## config.mk

```make
export PLATFORM = sky130hd
export DESIGN_NAME = load_unit
export DESIGN_NICKNAME = d
export VERILOG_FILES = /design/src/rtl/lsu_pkg.sv /design/src/rtl/load_align.sv /design/src/rtl/load_unit.sv
export SDC_FILE = /design/constraint.sdc
export NUM_CORES = 1
export LEC_CHECK = 0
export ABC_AREA = 1
export ABC_CLOCK_PERIOD_IN_PS = 3400
export BUFFER_PORTS_ARGS = -buffer_cell sky130_fd_sc_hd__clkbuf_2
export CAP_MARGIN = 20
export CORE_UTILIZATION = 37
export CTS_CLUSTER_SIZE = 14
export DETAILED_ROUTE_END_ITERATION = 16
export GPL_TIMING_DRIVEN = 0
export MAX_ROUTING_LAYER = met4
export PLACE_DENSITY = 0.58
export SYNTH_ARGS = -nofsm -noshare
export SYNTH_HDL_FRONTEND = slang
export SYNTH_SLANG_ARGS = --single-unit
export TNS_END_PERCENT = 20
```

## constraint.sdc

```tcl
create_clock -name clk -period 3.4 [get_ports clk]
set_input_delay 0.34 -clock clk [delete_from_list [all_inputs] [get_ports clk]]
set_output_delay 0.34 -clock clk [all_outputs]
set_load 0.05 [all_outputs]
```

## src/rtl/lsu_pkg.sv

```systemverilog
// Shared load-unit definitions: funct3 load encodings, FSM state type, fault rule.
// Optional misalignment trapping is enabled by defining LSU_MISALIGN_TRAP_EN.
package lsu_pkg;

  localparam logic [2:0] F3_LB  = 3'b000;
  localparam logic [2:0] F3_LH  = 3'b001;
  localparam logic [2:0] F3_LW  = 3'b010;
  localparam logic [2:0] F3_LBU = 3'b100;
  localparam logic [2:0] F3_LHU = 3'b101;

  typedef enum logic [1:0] {
    ST_IDLE,
    ST_ISSUE,
    ST_WAIT,
    ST_RESP
  } lsu_state_e;

  // A request faults when its type is not a load, or its address is not aligned to the access size.
  function automatic logic load_fault(input logic [2:0] funct3, input logic [1:0] addr_lo);
    logic fault;
    fault = 1'b0;
    case (funct3)
      F3_LB, F3_LBU: fault = 1'b0;
      F3_LH, F3_LHU: fault = addr_lo[0];
      F3_LW:         fault = (addr_lo != 2'b00);
      default:       fault = 1'b1;
    endcase
    return fault;
  endfunction

endpackage

```

## src/rtl/load_align.sv

```systemverilog
// Combinational byte/half/word extraction from a memory word, with sign or zero extension.
module load_align
  import lsu_pkg::*;
(
  input  logic [2:0]  funct3,
  input  logic [1:0]  addr_lo,
  input  logic [31:0] word,
  output logic [31:0] data
);

  logic [7:0]  byte_val;
  logic [15:0] half_val;

  always_comb begin
    byte_val = 8'h00;
    half_val = 16'h0000;
    data     = 32'h0000_0000;

    case (addr_lo)
      2'b00:   byte_val = word[7:0];
      2'b01:   byte_val = word[15:8];
      2'b10:   byte_val = word[23:16];
      default: byte_val = word[31:24];
    endcase

    half_val = addr_lo[1] ? word[31:16] : word[15:0];

    // Unsupported encodings deliberately produce zero.
    case (funct3)
      F3_LB:   data = {{24{byte_val[7]}}, byte_val};
      F3_LBU:  data = {24'h000000, byte_val};
      F3_LH:   data = {{16{half_val[15]}}, half_val};
      F3_LHU:  data = {16'h0000, half_val};
      F3_LW:   data = word;
      default: data = 32'h0000_0000;
    endcase
  end

endmodule

```

## src/rtl/load_unit.sv

```systemverilog
// Single-outstanding load unit: IDLE -> ISSUE -> (WAIT) -> RESP with valid/ready on both sides.
// Defining LSU_MISALIGN_TRAP_EN sends misaligned or illegal loads straight to a faulting response.
module load_unit
  import lsu_pkg::*;
#(
  parameter int MEM_LATENCY = 0
) (
  input  logic        clk,
  input  logic        rst_n,
  input  logic        req_valid,
  output logic        req_ready,
  input  logic [2:0]  req_funct3,
  input  logic [31:0] req_addr,
  input  logic [4:0]  req_rd,
  output logic        mem_re,
  output logic [31:0] mem_addr,
  input  logic [31:0] mem_rdata,
  output logic        rsp_valid,
  input  logic        rsp_ready,
  output logic [31:0] rsp_data,
  output logic [4:0]  rsp_rd,
  output logic        rsp_fault
);

  localparam logic [1:0] CNT_INIT = 2'((MEM_LATENCY > 0) ? (MEM_LATENCY - 1) : 0);

  lsu_state_e  state_q, state_d;
  logic [2:0]  funct3_q;
  logic [31:0] addr_q;
  logic [4:0]  rd_q;
  logic [31:0] word_q;
  logic        fault_q;
  logic [1:0]  cnt_q;
  logic        accept;
  logic        req_fault;
  logic        capture;
  logic [31:0] aligned;

`ifdef LSU_MISALIGN_TRAP_EN
  assign req_fault = load_fault(req_funct3, req_addr[1:0]);
`else
  assign req_fault = 1'b0;
`endif

  assign accept  = req_valid && req_ready;
  assign capture = ((state_q == ST_ISSUE) && (MEM_LATENCY == 0)) ||
                   ((state_q == ST_WAIT) && (cnt_q == 2'd0));

  always_comb begin
    state_d   = state_q;
    req_ready = 1'b0;
    mem_re    = 1'b0;
    mem_addr  = 32'h0000_0000;
    rsp_valid = 1'b0;

    case (state_q)
      ST_IDLE: begin
        req_ready = 1'b1;
        if (req_valid) state_d = req_fault ? ST_RESP : ST_ISSUE;
      end
      ST_ISSUE: begin
        mem_re   = 1'b1;
        mem_addr = {addr_q[31:2], 2'b00};
        state_d  = (MEM_LATENCY == 0) ? ST_RESP : ST_WAIT;
      end
      ST_WAIT: begin
        if (cnt_q == 2'd0) state_d = ST_RESP;
      end
      ST_RESP: begin
        rsp_valid = 1'b1;
        if (rsp_ready) state_d = ST_IDLE;
      end
      default: state_d = ST_IDLE;
    endcase
  end

  always_ff @(posedge clk or negedge rst_n) begin
    if (!rst_n) begin
      state_q  <= ST_IDLE;
      funct3_q <= 3'b000;
      addr_q   <= 32'h0000_0000;
      rd_q     <= 5'd0;
      word_q   <= 32'h0000_0000;
      fault_q  <= 1'b0;
      cnt_q    <= 2'd0;
    end else begin
      state_q <= state_d;
      if (accept) begin
        funct3_q <= req_funct3;
        addr_q   <= req_addr;
        rd_q     <= req_rd;
        fault_q  <= req_fault;
        word_q   <= 32'h0000_0000;
      end
      if (state_q == ST_ISSUE) cnt_q <= CNT_INIT;
      else if ((state_q == ST_WAIT) && (cnt_q != 2'd0)) cnt_q <= cnt_q - 2'd1;
      if (capture) word_q <= mem_rdata;
    end
  end

  load_align u_align (
    .funct3  (funct3_q),
    .addr_lo (addr_q[1:0]),
    .word    (word_q),
    .data    (aligned)
  );

  // Response fields are forced to zero outside RESP so they read clean during reset and idle.
  assign rsp_data = (rsp_valid && !fault_q) ? aligned : 32'h0000_0000;
  assign rsp_rd   = rsp_valid ? rd_q : 5'd0;

`ifdef LSU_MISALIGN_TRAP_EN
  assign rsp_fault = rsp_valid && fault_q;
`else
  assign rsp_fault = 1'b0;
`endif

endmodule

```

Yosys cells after proc, flatten, opt, wreduce, memory -nomap -nowiden. Cells that the tools add are included.

Register bits after elaboration: 76. Input bits: 76. Output and inout port bits: 73. Logic and storage cells: 48.

Add/sub/neg operators: 1. Eq/ne operators: 12. Multiplexer cells: 17. Reductions and logical operators: 12.

Operators by type and width (number): $pmux 32 s5 (1); $mux 32 (4); $pmux 8 s3 (1); $mux 16 (1); $mux 2 (5); $pmux 2 s4 (1); $eq 2x2->1 const B (3); $eq 3x3->1 const B (2); $logic_not 2->1 (3); $ne 2x2->1 const B (3); $reduce_bool 2->1 (3); $mux 5 (1); $eq 2x1->1 const B (2); $eq 3x1->1 const B (1); $eq 3x2->1 const B (1); $logic_and 1x1->1 (3); $logic_not 3->1 (1); $mux 1 (3); $reduce_and 3->1 (1); $sub 2x1->2 const B (1); $logic_or 1x1->1 (1).

Longest topological paths before layout.
Depth in word-level cells: 5. Mapped depth: 9. Depth with buffers taken out: 8.

Modules after synthesis. Synthesis repeated with hierarchy kept, for this count alone.

Cell total of the unflattened synthesis: 694. Area total of the unflattened synthesis: 4717.0 um^2.

Modules (own cells, without submodules): load_unit (times used 1, cells an instance 487, area an instance 3565.9 um^2); load_align (times used 1, cells an instance 207, area an instance 1151.1 um^2).

Worst setup path after synthesis. OpenSTA, ideal clock, no wires.

Kind: reg-to-output. From: reg state_q[0]. To: out rsp_data[10]. Arrival: 2.165 ns. Slack: 0.895 ns. Stages on the path, launching flop included: 5. Buffers on the path: 1. Path through: dfrtp_1 > ha_1 > inv_1 > clkbuf_1 > a21oi_1.

Cells in the longest elaborated chain, start to end: 3.

RTL lines: start: declaration (RTL line load_unit.sv:27) `lsu_state_e state_q, state_d;`; start signal: assignment (RTL line load_unit.sv:87) `state_q <= state_d;`; $eq 2x2->1 (RTL line load_unit.sv:56) `case (state_q)`; $mux 1 (RTL line load_unit.sv:56); via rsp_valid (RTL line load_unit.sv:18) `output logic rsp_valid,`; $mux 32 (RTL line load_unit.sv:109) `assign rsp_data = (rsp_valid && !fault_q) ? aligned : 32'h0000_0000;`; end: declaration (RTL line load_unit.sv:20) `output logic [31:0] rsp_data,`.

The timed path passes the listed nets, and every way through them passes these cells.

Worst setup path after layout.
From: reg state_q[0]. To: out rsp_data[1].

Cells in the longest elaborated chain, start to end: 3.

RTL lines (RTL line): $eq 2x2->1 (load_unit.sv:56); $mux 1 (load_unit.sv:56); $mux 32 (load_unit.sv:109).

Every way passes these cells.

==> impl_metrics.json <==
{
  "chipWidth_um": 110,
  "ant_nets": 0,
  "p_leak_nw": 3.15,
  "drt-met1-wl_mm": 5.38,
  "antenna_cells": 0,
  "ys_types": 26,
  "grt_pass1_wl_mm": 19.5,
  "grt_max_degree": 61,
  "fin_nets": 797,
  "clock_latency_ns": 0.34,
  "numPortBuffers": 145,
  "grt_usage": 0.223,
  "fin_area_um2": 5590,
  "synth_seq_cells": 76,
  "synth_edf_count": 0,
  "die_area_um2": 12100,
  "drive_gt1_frac": 0.314,
  "max_freq_ghz": 0.381,
  "routed.top_layer": "met4",
  "clk_pin_slew_worst_paths_ns": 0.06,
  "rsz0062_at_grt": "false",
  "synth.largest_area_cell": "dfrtp_1",
  "die_h_um": 110,
  "via_count": 4105,
  "drc": 0,
  "postPlaceCellArea_um2": 5270,
  "wl_per_cell_um": 14.5,
  "cts_setup_buffers": 0,
  "min_path_type": "in2reg",
  "ys_seq_area_frac": 0.440,
  "syn2layout_area_growth_pct": 29.2,
  "start_util": 0.379,
  "root_buffer": "clkbuf_16",
  "r2r_setup_slack_ns": 1.34,
  "cts_tree": "yes",
  "syn-mean-instance-area_um2": 7.80,
  "clk_path_buf_depth": 2,
  "fin_worst_hold_slack_ns": 0.229,
  "setup-violations-final": 0,
  "synth_top_area_frac": 0.440,
  "cp-start-kind": "flop",
  "fin_crit_ns": 2.62,
  "maxCapViolations": 0,
  "overflow": 0,
  "ir_drop_mv": 0.593,
  "ys.flop_type": "dfrtp_1",
  "cts_resized": 0,
  "core-area_um2": 11400,
  "relSlewSlack": 0.587,
  "antenna_found_initial": 0,
  "hold_viol_final": 0,
  "finalSetupTns_ns": 0,
  "routabilityCongestion": 0.878,
  "critPathKind": "reg2out",
  "crit_arrival_ns": 2.28,
  "finalMaxSlewViolations": 0,
  "cts_hold_buf": 1,
  "fin_crit_sh": 0.772,
  "critPathMaxFanout": 10,
  "dr_wl_met2_mm": 5.78,
  "row_count": 39,
  "h-tree-depth": 3,
  "netlist_area_um2": 4330,
  "required_ns": 3.06,
  "utilization": 0.490,
  "hpwl_mm": 9.30,
  "layout_commonest_cell": "clkbuf_2",
  "preCtsSetupSlack_ns": 1.17,
  "dr.pass1.iters": 5,
  "cts.sinks": 76,
  "wl_mm": 12.5,
  "skew_ns": 0.00368,
  "endpoint_kind": "output port",
  "first_global_vias": 4011,
  "routed_via_density": 4.76,
  "dr_wl_met3_mm": 1.05,
  "setup_ws_ns": 0.777,
  "io-pin-count": 149,
  "drt_iter0_drc": 195,
  "powerDensity_nw_per_um2": 1090,
  "worst_slew_pin_slew_ns": 0.620,
  "outcome": "finished, final reports clean",
  "synth_warnings": 0,
  "synthTopCellsByArea": "dfrtp_1, inv_1, mux2_2",
  "async_reset_ff_frac": 1.00,
  "synthCells": 555,
  "numCtsBuffers": 9,
  "layout_common_cells": "clkbuf_2, inv_1, nand2_1"
}
==> power breakdown <==
part | total [mW] | internal (mW) | leakage [nW] | switching [mW]
combinational | 3.47 | 0.979 | 2.08 | 2.49
sequential | 1.60 | 1.35 | 0.916 | 0.251
clock | 0.997 | 0.610 | 0.148 | 0.387
==> stage by stage <==
| stage | std cells | power, mW |
|---|---|---|
| after floorplan | 557 | 4.18 |
| after global placement | 845 | 5.02 |
| after detailed placement | 846 | 5.08 |
| after CTS | 863 | 6.09 |
| after global routing | 863 | 6.49 |
| final | 863 | 6.07 |
==> final timing paths <==
check	startpoint	end	cells past startpoint
worst max-delay path	state_q[0]	rsp_data[1]	5
min in group asynchronous	rst_n	word_q[4]	2
worst min-delay path	req_addr[24]	addr_q[24]	2
worst min register to register	rd_q[2]	rd_q[2]	1
max in group asynchronous	rst_n	addr_q[22]	3
worst max register to register	state_q[1]	word_q[6]	7
==> flip-flops by register name, summed over array words and instances, names as in the netlist <==
signal	flops
addr_q	32
cnt_q	2
funct3_q	3
rd_q	5
state_q	2
word_q	32
==> critical path, stage by stage (launching register included) <==
cell	delay, ns
dfrtp_1	0.42
ha_1	0.33
inv_1	0.24
clkbuf_1	0.31
a21oi_1	0.30
clkbuf_2	0.33
==> Yosys cell counts (all sizes together), types with 6 or more instances <==
library cell / number
nand3: 27
inv: 123
buf: 19
ha: 6
clkbuf: 15
a21oi: 46
nor2: 56
mux2: 36
o22ai: 30
nand2: 95
dfrtp: 76
o21ai: 18
==> layer usage <==
metal	GRT usage	vias to the layer above
met1	0.263	1862
li1	-	2040
met3	0.0494	20
met2	0.367	183
met4	0.0949	0
met5	-	-
==> cell families (layout without fill, tap and decap cells) <==
group                    count (synthesis)  in the layout  synth area share
multiplexers                            36             36            0.0937
AND/OR/NAND/NOR                        183            183             0.175
AO/OA/AOI/OAI                           96             96             0.122
flip-flops                              76             76             0.440
other                                    1              3          0.000867
buffers and inverters                  157            320             0.152
adder cells (fa/ha/maj)                  6              6            0.0174
==> cell type report <==
class | count | area, µm²
sequential | 76 | 1900
timing repair buffer | 147 | 766
multi-input combinational | 324 | 1770
fill | 1136 | 5830
clock buffer | 11 | 253
inverter | 123 | 462
buffer | 34 | 196
tap | 143 | 179
clock inverter | 5 | 58.8
No activity file was read; power rests on OpenSTA's default activity.
